`config.mk`:
```
export PLATFORM = sky130hd
export DESIGN_NAME = xspread_cmplx
export DESIGN_NICKNAME = d
export VERILOG_FILES = /design/src/rtl/xspread_pkg.sv /design/src/rtl/xchip_mult.sv /design/src/rtl/xspread_cmplx.sv
export SDC_FILE = /design/constraint.sdc
export NUM_CORES = 1
export LEC_CHECK = 0
export CAP_MARGIN = 15
export CORE_ASPECT_RATIO = 1.4
export CORE_UTILIZATION = 58
export CTS_CLUSTER_SIZE = 28
export DETAILED_ROUTE_END_ITERATION = 8
export GPL_ROUTABILITY_DRIVEN = 0
export PLACE_DENSITY = 0.83
export REMOVE_ABC_BUFFERS = 1
export SLEW_MARGIN = 30
export SYNTH_ARGS = -nofsm -noshare
export SYNTH_HDL_FRONTEND = slang
export SYNTH_SLANG_ARGS = --single-unit
export TNS_END_PERCENT = 20
```
`constraint.sdc`:
```
create_clock -name iClk -period 13.4 [get_ports iClk]
set_input_delay 1.34 -clock iClk [delete_from_list [all_inputs] [get_ports iClk]]
set_output_delay 1.34 -clock iClk [all_outputs]
set_load 0.02 [all_outputs]
```
`src/rtl/xspread_pkg.sv`:
```
// Shared definitions for the complex spreader and the tree-adder correlator:
// operator codes, a constant clog2, and the signed +1/-1/0 operator apply.
package xspread_pkg;

    localparam logic [1:0] OP_ADD = 2'b01;
    localparam logic [1:0] OP_SUB = 2'b11;

    // Tag travelling alongside each chip through the multiplier pipeline.
    typedef struct packed {
        logic vld;
        logic first;
        logic last;
    } chip_tag_t;

    // Number of bits needed to count 0..n-1; 0 for n <= 1.
    function automatic int unsigned clog2(input int unsigned n);
        int unsigned w;
        w = 0;
        for (int unsigned i = 0; i < 32; i++) begin
            if ((64'd1 << i) < 64'(n)) begin
                w = i + 1;
            end
        end
        return w;
    endfunction

    // Apply a 2-bit operator to a sign-extended value: +x, -x or 0.
    // Callers sign-extend into 64 bits and slice the result back down.
    function automatic logic signed [63:0] op_apply(input logic [1:0] op,
                                                    input logic signed [63:0] x);
        case (op)
            OP_ADD:  return x;
            OP_SUB:  return -x;
            default: return '0;
        endcase
    endfunction

endpackage

```
`src/rtl/xchip_mult.sv`:
```
// One complex chip multiplier: symbol (d_i, d_q) times operator (op_i, op_q).
// Stage 1 registers the four partial products, stage 2 the sum/difference.
// Each stage only loads on its enable, so the output holds between chips.
module xchip_mult
    import xspread_pkg::*;
#(
    parameter int unsigned IBWID    = 16,
    parameter bit          IS_CMPLX = 1'b0
) (
    input  logic               clk,
    input  logic               rst,
    input  logic               ce1,
    input  logic               ce2,
    input  logic [1:0]         op_i,
    input  logic [1:0]         op_q,
    input  logic [IBWID-1:0]   d_i,
    input  logic [IBWID-1:0]   d_q,
    output logic [IBWID+1:0]   chip_i,
    output logic [IBWID+1:0]   chip_q
);

    localparam int unsigned OW = IBWID + 2;

    logic [1:0]           op_b;
    logic signed [63:0]   x_i;
    logic signed [63:0]   x_q;
    logic signed [OW-1:0] p_ai;
    logic signed [OW-1:0] p_bq;
    logic signed [OW-1:0] p_aq;
    logic signed [OW-1:0] p_bi;

    // Sign-extend the symbol and drop the imaginary operator in real-only mode.
    always_comb begin
        op_b = IS_CMPLX ? op_q : 2'b00;
        x_i  = 64'(signed'(d_i));
        x_q  = 64'(signed'(d_q));
    end

    // Stage 1: partial products a*DI, b*DQ, a*DQ, b*DI.
    always_ff @(posedge clk or posedge rst) begin
        if (rst) begin
            p_ai <= '0;
            p_bq <= '0;
            p_aq <= '0;
            p_bi <= '0;
        end else if (ce1) begin
            p_ai <= OW'(op_apply(op_i, x_i));
            p_bq <= OW'(op_apply(op_b, x_q));
            p_aq <= OW'(op_apply(op_i, x_q));
            p_bi <= OW'(op_apply(op_b, x_i));
        end
    end

    // Stage 2: I = a*DI - b*DQ, Q = a*DQ + b*DI; IBWID+2 bits keeps it exact.
    always_ff @(posedge clk or posedge rst) begin
        if (rst) begin
            chip_i <= '0;
            chip_q <= '0;
        end else if (ce2) begin
            chip_i <= p_ai - p_bq;
            chip_q <= p_aq + p_bi;
        end
    end

endmodule

```
`src/rtl/xspread_cmplx.sv`:
```
// Transmit-side complex spreader. Holds an ACTIVE symbol being chipped out and
// one PENDING symbol so back-to-back symbols stream without gaps. Each clock in
// RUN issues one chip (operator k) into the two-stage multiplier.
module xspread_cmplx
    import xspread_pkg::*;
#(
    parameter int unsigned Nops     = 4,
    parameter int unsigned IBWID    = 16,
    parameter bit          IS_CMPLX = 1'b0
) (
    input  logic                iClk,
    input  logic                iRst,
    input  logic [IBWID-1:0]    iDI,
    input  logic [IBWID-1:0]    iDQ,
    input  logic [Nops*2-1:0]   iVecOpI,
    input  logic [Nops*2-1:0]   iVecOpQ,
    input  logic                iND,
    output logic                oRdy,
    output logic [IBWID+1:0]    oChipI,
    output logic [IBWID+1:0]    oChipQ,
    output logic                oDV,
    output logic                oFirst,
    output logic                oLast,
    output logic                oOvf
);

    localparam int unsigned     CW       = (clog2(Nops) < 1) ? 1 : clog2(Nops);
    localparam logic [CW-1:0]   CNT_LAST = CW'(Nops - 1);
    localparam logic [0:0]      S_IDLE   = 1'b0;
    localparam logic [0:0]      S_RUN    = 1'b1;

    logic [0:0]          state;
    logic [CW-1:0]       cnt;
    logic [IBWID-1:0]    act_di;
    logic [IBWID-1:0]    act_dq;
    logic [Nops*2-1:0]   act_opi;
    logic [Nops*2-1:0]   act_opq;

    logic                pnd_full;
    logic [IBWID-1:0]    pnd_di;
    logic [IBWID-1:0]    pnd_dq;
    logic [Nops*2-1:0]   pnd_opi;
    logic [Nops*2-1:0]   pnd_opq;

    logic                issue;
    logic                last;
    logic                accept;
    logic                to_act;
    logic                to_pnd;
    logic [1:0]          sel_opi;
    logic [1:0]          sel_opq;
    chip_tag_t           tag1;

    // Issue/accept decisions; a new symbol bypasses PENDING when ACTIVE frees up.
    always_comb begin
        issue   = (state == S_RUN);
        last    = issue && (cnt == CNT_LAST);
        oRdy    = ~pnd_full;
        accept  = iND && ~pnd_full;
        to_act  = accept && (!issue || last);
        to_pnd  = accept && !to_act;
        sel_opi = act_opi[int'(cnt)*2 +: 2];
        sel_opq = act_opq[int'(cnt)*2 +: 2];
    end

    // ACTIVE slot and chip counter / FSM; PENDING wins over a new symbol at the last chip.
    always_ff @(posedge iClk or posedge iRst) begin
        if (iRst) begin
            state   <= S_IDLE;
            cnt     <= '0;
            act_di  <= '0;
            act_dq  <= '0;
            act_opi <= '0;
            act_opq <= '0;
        end else if (last && pnd_full) begin
            state   <= S_RUN;
            cnt     <= '0;
            act_di  <= pnd_di;
            act_dq  <= pnd_dq;
            act_opi <= pnd_opi;
            act_opq <= pnd_opq;
        end else if (to_act) begin
            state   <= S_RUN;
            cnt     <= '0;
            act_di  <= iDI;
            act_dq  <= iDQ;
            act_opi <= iVecOpI;
            act_opq <= iVecOpQ;
        end else if (last) begin
            state   <= S_IDLE;
            cnt     <= '0;
        end else if (issue) begin
            cnt     <= cnt + 1'b1;
        end
    end

    // PENDING slot: filled by an accepted symbol that cannot go straight to ACTIVE.
    always_ff @(posedge iClk or posedge iRst) begin
        if (iRst) begin
            pnd_full <= 1'b0;
            pnd_di   <= '0;
            pnd_dq   <= '0;
            pnd_opi  <= '0;
            pnd_opq  <= '0;
        end else if (to_pnd) begin
            pnd_full <= 1'b1;
            pnd_di   <= iDI;
            pnd_dq   <= iDQ;
            pnd_opi  <= iVecOpI;
            pnd_opq  <= iVecOpQ;
        end else if (last && pnd_full) begin
            pnd_full <= 1'b0;
        end
    end

    // Valid/first/last delay line matching the multiplier latency, plus overflow pulse.
    always_ff @(posedge iClk or posedge iRst) begin
        if (iRst) begin
            tag1   <= '0;
            oDV    <= 1'b0;
            oFirst <= 1'b0;
            oLast  <= 1'b0;
            oOvf   <= 1'b0;
        end else begin
            tag1.vld   <= issue;
            tag1.first <= issue && (cnt == '0);
            tag1.last  <= last;
            oDV        <= tag1.vld;
            oFirst     <= tag1.first;
            oLast      <= tag1.last;
            oOvf       <= iND && pnd_full;
        end
    end

    xchip_mult #(
        .IBWID    (IBWID),
        .IS_CMPLX (IS_CMPLX)
    ) u_mult (
        .clk    (iClk),
        .rst    (iRst),
        .ce1    (issue),
        .ce2    (tag1.vld),
        .op_i   (sel_opi),
        .op_q   (sel_opq),
        .d_i    (act_di),
        .d_q    (act_dq),
        .chip_i (oChipI),
        .chip_q (oChipQ)
    );

endmodule
```
# --- Yosys cells after proc, flatten, opt, wreduce, memory -nomap -nowiden ---
# Cells that the tools add are included.
# W data, S select, Z words.
word_totals:
  ff_bits: 163
  in_bits: 51
  out_inout_bits: 41
  wordCells: 60
op_classes:
  n_addsub: 3
  n_eq_ne: 3
  n_shift: 1
  mux: 17
  n_bitwise: 1
  reduce_logical: 15
op_table:
  columns: ["operator", "count"]
  rows:
  - ["$pmux W18 S2", 2]
  - ["$mux W16", 4]
  - ["$neg A16 Y18", 2]
  - ["$mux W8", 2]
  - ["$mux W2", 4]
  - ["$shiftx A8 B4 Y2", 1]
  - ["$logic_and A1 B1 Y1", 7]
  - ["$mux W1", 5]
  - ["$eq A2 B2 Y1 const B", 2]
  - ["$reduce_bool A2 Y1", 2]
  - ["$reduce_bool A4 Y1", 1]
  - ["$reduce_bool A3 Y1", 1]
  - ["$add A2 B1 Y2 const B", 1]
  - ["$eq A2 B1 Y1 const B", 1]
  - ["$logic_not A1 Y1", 2]
  - ["$logic_not A2 Y1", 1]
  - ["$logic_or A1 B1 Y1", 1]
  - ["$not A1 Y1", 1]

# --- Depth between registers and ports, before layout ---
logic_depth:
  word_depth: 7
  depth_mapped: 7
  depth_no_buf: 6

# --- Hierarchy ---
# Synthesis repeated with hierarchy kept, for this count alone.
hier_totals:
  cells_unflattened: 626
  hier_area_um2: 7976.4
modules_own_cells:
  columns: ["module", "instances", "cells_per_inst", "area_each_um2", "seq_area_each_um2"]
  rows:
  - ["xspread_cmplx", 1, 350, 4578.1, 2677.6]
  - ["xchip_mult", 1, 276, 3398.3, 1801.7]

# --- Worst setup path before layout ---
# OpenSTA, ideal clock, no wires.
synth_timing:
  path_type: "in2reg"
  startpoint: "input iND"
  endpoint: "register pnd_di[0]"
  setup_time_ns: 0.125
  t_arrival_ns: 2.329
  required_ns: 13.275
  slack_ns: 10.946
  cell_stages: 4
  n_path_buf: 1
  cell_sequence: "nand2_1 -> nor2_1 -> clkbuf_1 -> mux2_2"
synth_between:
  elab_chain_len: 4
synth_rtl:
  columns: ["element", "line", "source"]
  rows:
  - ["start, declared", "xspread_cmplx.sv:17", "input logic iND,"]
  - ["$logic_and A1 B1 Y1 *", "xspread_cmplx.sv:59", "accept = iND && ~pnd_full;"]
  - ["$logic_and A1 B1 Y1", "xspread_cmplx.sv:60", "to_act = accept && (!issue || last);"]
  - ["$logic_not A1 Y1", "xspread_cmplx.sv:61", "to_pnd = accept && !to_act;"]
  - ["$logic_and A1 B1 Y1 *", "xspread_cmplx.sv:61", null]
  - ["end signal, assigned", "xspread_cmplx.sv:107", "pnd_di <= iDI;"]
  - ["end, declared", "xspread_cmplx.sv:40", "logic [IBWID-1:0] pnd_di;"]
# Every way passes the cells marked *; elsewhere a longest branch is shown, timed or not.
# A chain may end at the register's enable or synchronous reset.

# --- Worst setup path after layout ---
layout_timing:
  startpoint: "input iND"
  endpoint: "register act_dq[1]"
layout_between:
  elab_chain_len: 3
layout_rtl:
  columns: ["element", "line", "source"]
  rows:
  - ["$logic_and A1 B1 Y1", "xspread_cmplx.sv:59", null]
  - ["$logic_and A1 B1 Y1", "xspread_cmplx.sv:60", null]
  - ["$reduce_bool A2 Y1 (no source line)", null, null]
  - ["end signal, assigned", "xspread_cmplx.sv:79", "act_dq <= pnd_dq;"]
  - ["end signal, assigned", "xspread_cmplx.sv:86", "act_dq <= iDQ;"]
  - ["end, declared", "xspread_cmplx.sv:35", "logic [IBWID-1:0] act_dq;"]
# Every way passes these cells.

==> reports/qor.csv <==
metric,value,unit
seq_area_frac_synth,56.5,%
synth_top_area_share,56.5,%
cts_sinks,163,
grt_max_degree,109,
fin_setup_tns,0,ns
cts_tree,yes,
fp.dieH,134,um
drtIter0Drc,312,
multiInputGateArea,2940,um^2
crit_path_end_kind,flop,
fin_crit,3.02,ns
grt.total_usage,25.3,%
root_buffer,clkbuf_16,
setup_violations,0,
tightest_slew,0.777,ns
vias,4791,
required,13.66,ns
fin_ws,10.38,ns
drv_slew,0,
numCtsBuffers,17,
wl_per_cell,18.3,um
hold_buffers,0,
insertion_delay,0.42,ns
ys_ff_latch,163,
clock_path_buffers,2,
core-area,12000,um^2
stdcell_count,811,
wl,14900,um
grt_pass1_wl,24800,um
diodes,0,
drcViolationCount,0,
worstSetupPathType,input pin to flop,
ys_warn_count,0,
final_util,73.5,%
clkTransAtPathRegs,0.06,ns
viasPerCell,5.91,
die_w,96.3,um
rsz0062_at_grt,false,
dpl.cell_count,779,
min_path_type,flop to flop,
preCtsSetupSlack,10.04,ns
antenna_left,0,
hold_slack,0.350,ns
start_util,60.2,%
ios,92,
max-slew-margin-rel,48.1,%
synth_cells,586,
synth-main-ff-cell,dfrtp_1,
dp.final_hpwl,9410,um
row_count,47,
dieArea,12900,um^2
drt_first_pass_iters,5,
yosysUniqueCellTypes,46,
port_buffers,83,
critPathArrivalTime,3.27,ns
hold_violations,0,
postCtsSetupBuffers,0,
fillers,810,
antenna_found_initial,0,
grt_pass1_vias,4974,
synth_top_cell_by_area,dfrtp_1,
post-route-period-util,22.5,%
drive_gt1_share,21.5,%
yosys-top-cells-area,"dfrtp_1, mux2_2, mux2i_1",
grt.overflow.total,0,
ir_drop,0.133,mV
critPathLaunchType,input pin,
syn_area,7220,um^2
regArea,4080,um^2
syn_area_per_cell,12.3,um^2
htreeDepth,4,
cap_violations,0,
cts-resized-gates,0,
synthToLayoutAreaGrowth,22.2,%
crit_fanout,24,
p_leak,3.97,nW
async_flop_share,100,%
p_per_area,273,nW/um^2
final_nets,706,
synth_edf_count,0,
clock_skew,0.0102,ns
fmax,332,MHz
status,completed,
-- critical path, stage by stage --
cell and delay, ns:
clkdlybuf4s50_1 0.54, nand3_2 0.49, buf_4 0.50, mux2i_1 0.27, o21ai_0 0.12
-- worst paths after layout --
check                              startpoint                       endpoint  slack [ns]  cells after the start
max                                       iND          act_dq[1]$_DFFE_PP0P_       10.38                      5
max in group asynchronous                iRst     u_mult.p_ai[5]$_DFFE_PP0P_       10.74                      3
min reg2reg                 tag1[0]$_DFF_PP0_                oLast$_DFF_PP0_        0.35                      0
min in group asynchronous                iRst  u_mult.chip_q[12]$_DFFE_PP0P_        1.47                      2
min                         tag1[0]$_DFF_PP0_                oLast$_DFF_PP0_        0.35                      0
max reg2reg                cnt[0]$_DFFE_PP0P_    u_mult.p_ai[16]$_DFFE_PP0P_       10.66                      4
-- flip-flops by register name, summed over array words and instances, names as in the netlist --
signal / cells
u_mult.p_aq: 18
pnd_di: 16
oDV: 1
pnd_full: 1
pnd_opi: 8
cnt: 2
act_di: 16
u_mult.chip_i: 18
oLast: 1
oFirst: 1
tag1: 3
issue: 1
oOvf: 1
act_opi: 8
u_mult.p_ai: 18
act_dq: 16
pnd_dq: 16
u_mult.chip_q: 18
-- per-stage QoR --
| stage | power, mW | area, um^2 |
|---|---|---|
| global route | 2.56 | 8820 |
| detailed placement | 1.85 | 8150 |
| CTS | 2.42 | 8820 |
| floorplan | 1.53 | 7050 |
| finish | 2.41 | 8820 |
| global placement | 1.79 | 8120 |
-- cell type report --
cell class / count / share of cell area [%]
timing repair buffer: 88 / 10.1
sequential: 163 / 46.2
clock inverter: 14 / 2.64
tap: 147 / 2.08
inverter: 15 / 0.723
multi-input combinational: 366 / 33.3
clock buffer: 18 / 4.98
-- logic make-up (layout without fill, tap and decap cells) --
family | Yosys count | count (layout) | synth area share (%)
adders and majority gates | 4 | 4 | 0.693
DFF | 163 | 163 | 56.5
xor gates and xnor gates | 26 | 26 | 3.15
and+or+nand+nor | 104 | 104 | 7.38
buffers and inverters | 57 | 135 | 3.12
muxes | 118 | 118 | 18.0
AOI/OAI and AO/OA | 114 | 114 | 11.2
-- synthesized netlist by cell type, types with 2 or more instances --
master     count
a21oi_1        2
nand2b_1       5
or3b_2         2
o2bb2ai_1     15
inv_1         15
xor2_1        12
buf_2          9
or3_1          5
mux2_2        76
buf_1          4
o41ai_1        5
mux4_2         2
mux2i_1       40
nor3_1         4
and3_1         3
o21ai_0       51
and2_1         3
o31ai_1       11
xnor2_1       14
or2_1          2
nor4_1         2
dfrtp_1      163
a31o_2        14
or4_1          6
or2_2          3
clkbuf_1      29
nor2_1         3
nor2b_1       15
nand2_1       45
nand3_1        5
ha_1           4
o41ai_2        3
-- layout by cell type (no fill, tap or decap), types with 5 or more instances in the layout --
cell	netlist	layout
a31o_2	14	14
xnor2_1	14	14
nand2_1	45	45
mux2i_1	40	40
inv_1	15	14
clkbuf_16	0	17
or3_1	5	5
o41ai_1	5	5
nand2b_1	5	5
o2bb2ai_1	15	15
nor2b_1	15	15
dfrtp_1	163	163
o31ai_1	11	11
mux2_2	76	76
clkdlybuf4s50_1	0	83
or4_1	6	6
xor2_1	12	12
o21ai_0	51	51
bufinv_16	0	6
-- layer usage --
layer	routed length [um]	vias up	GRT usage (%)
met5	0	-	0
met4	200	0	9.07
met3	409	15	4.37
met2	7920	96	42.9
met1	6350	2461	32.4
li1	-	2219	-
-- report_power, final --
group	switching [mW]	total [mW]	leakage (nW)	internal, mW
Clock	0.195	0.549	0.326	0.354
Combinational	0.513	0.989	1.60	0.476
Sequential	0.158	0.873	2.05	0.715
No activity file was read; power rests on OpenSTA's default activity.
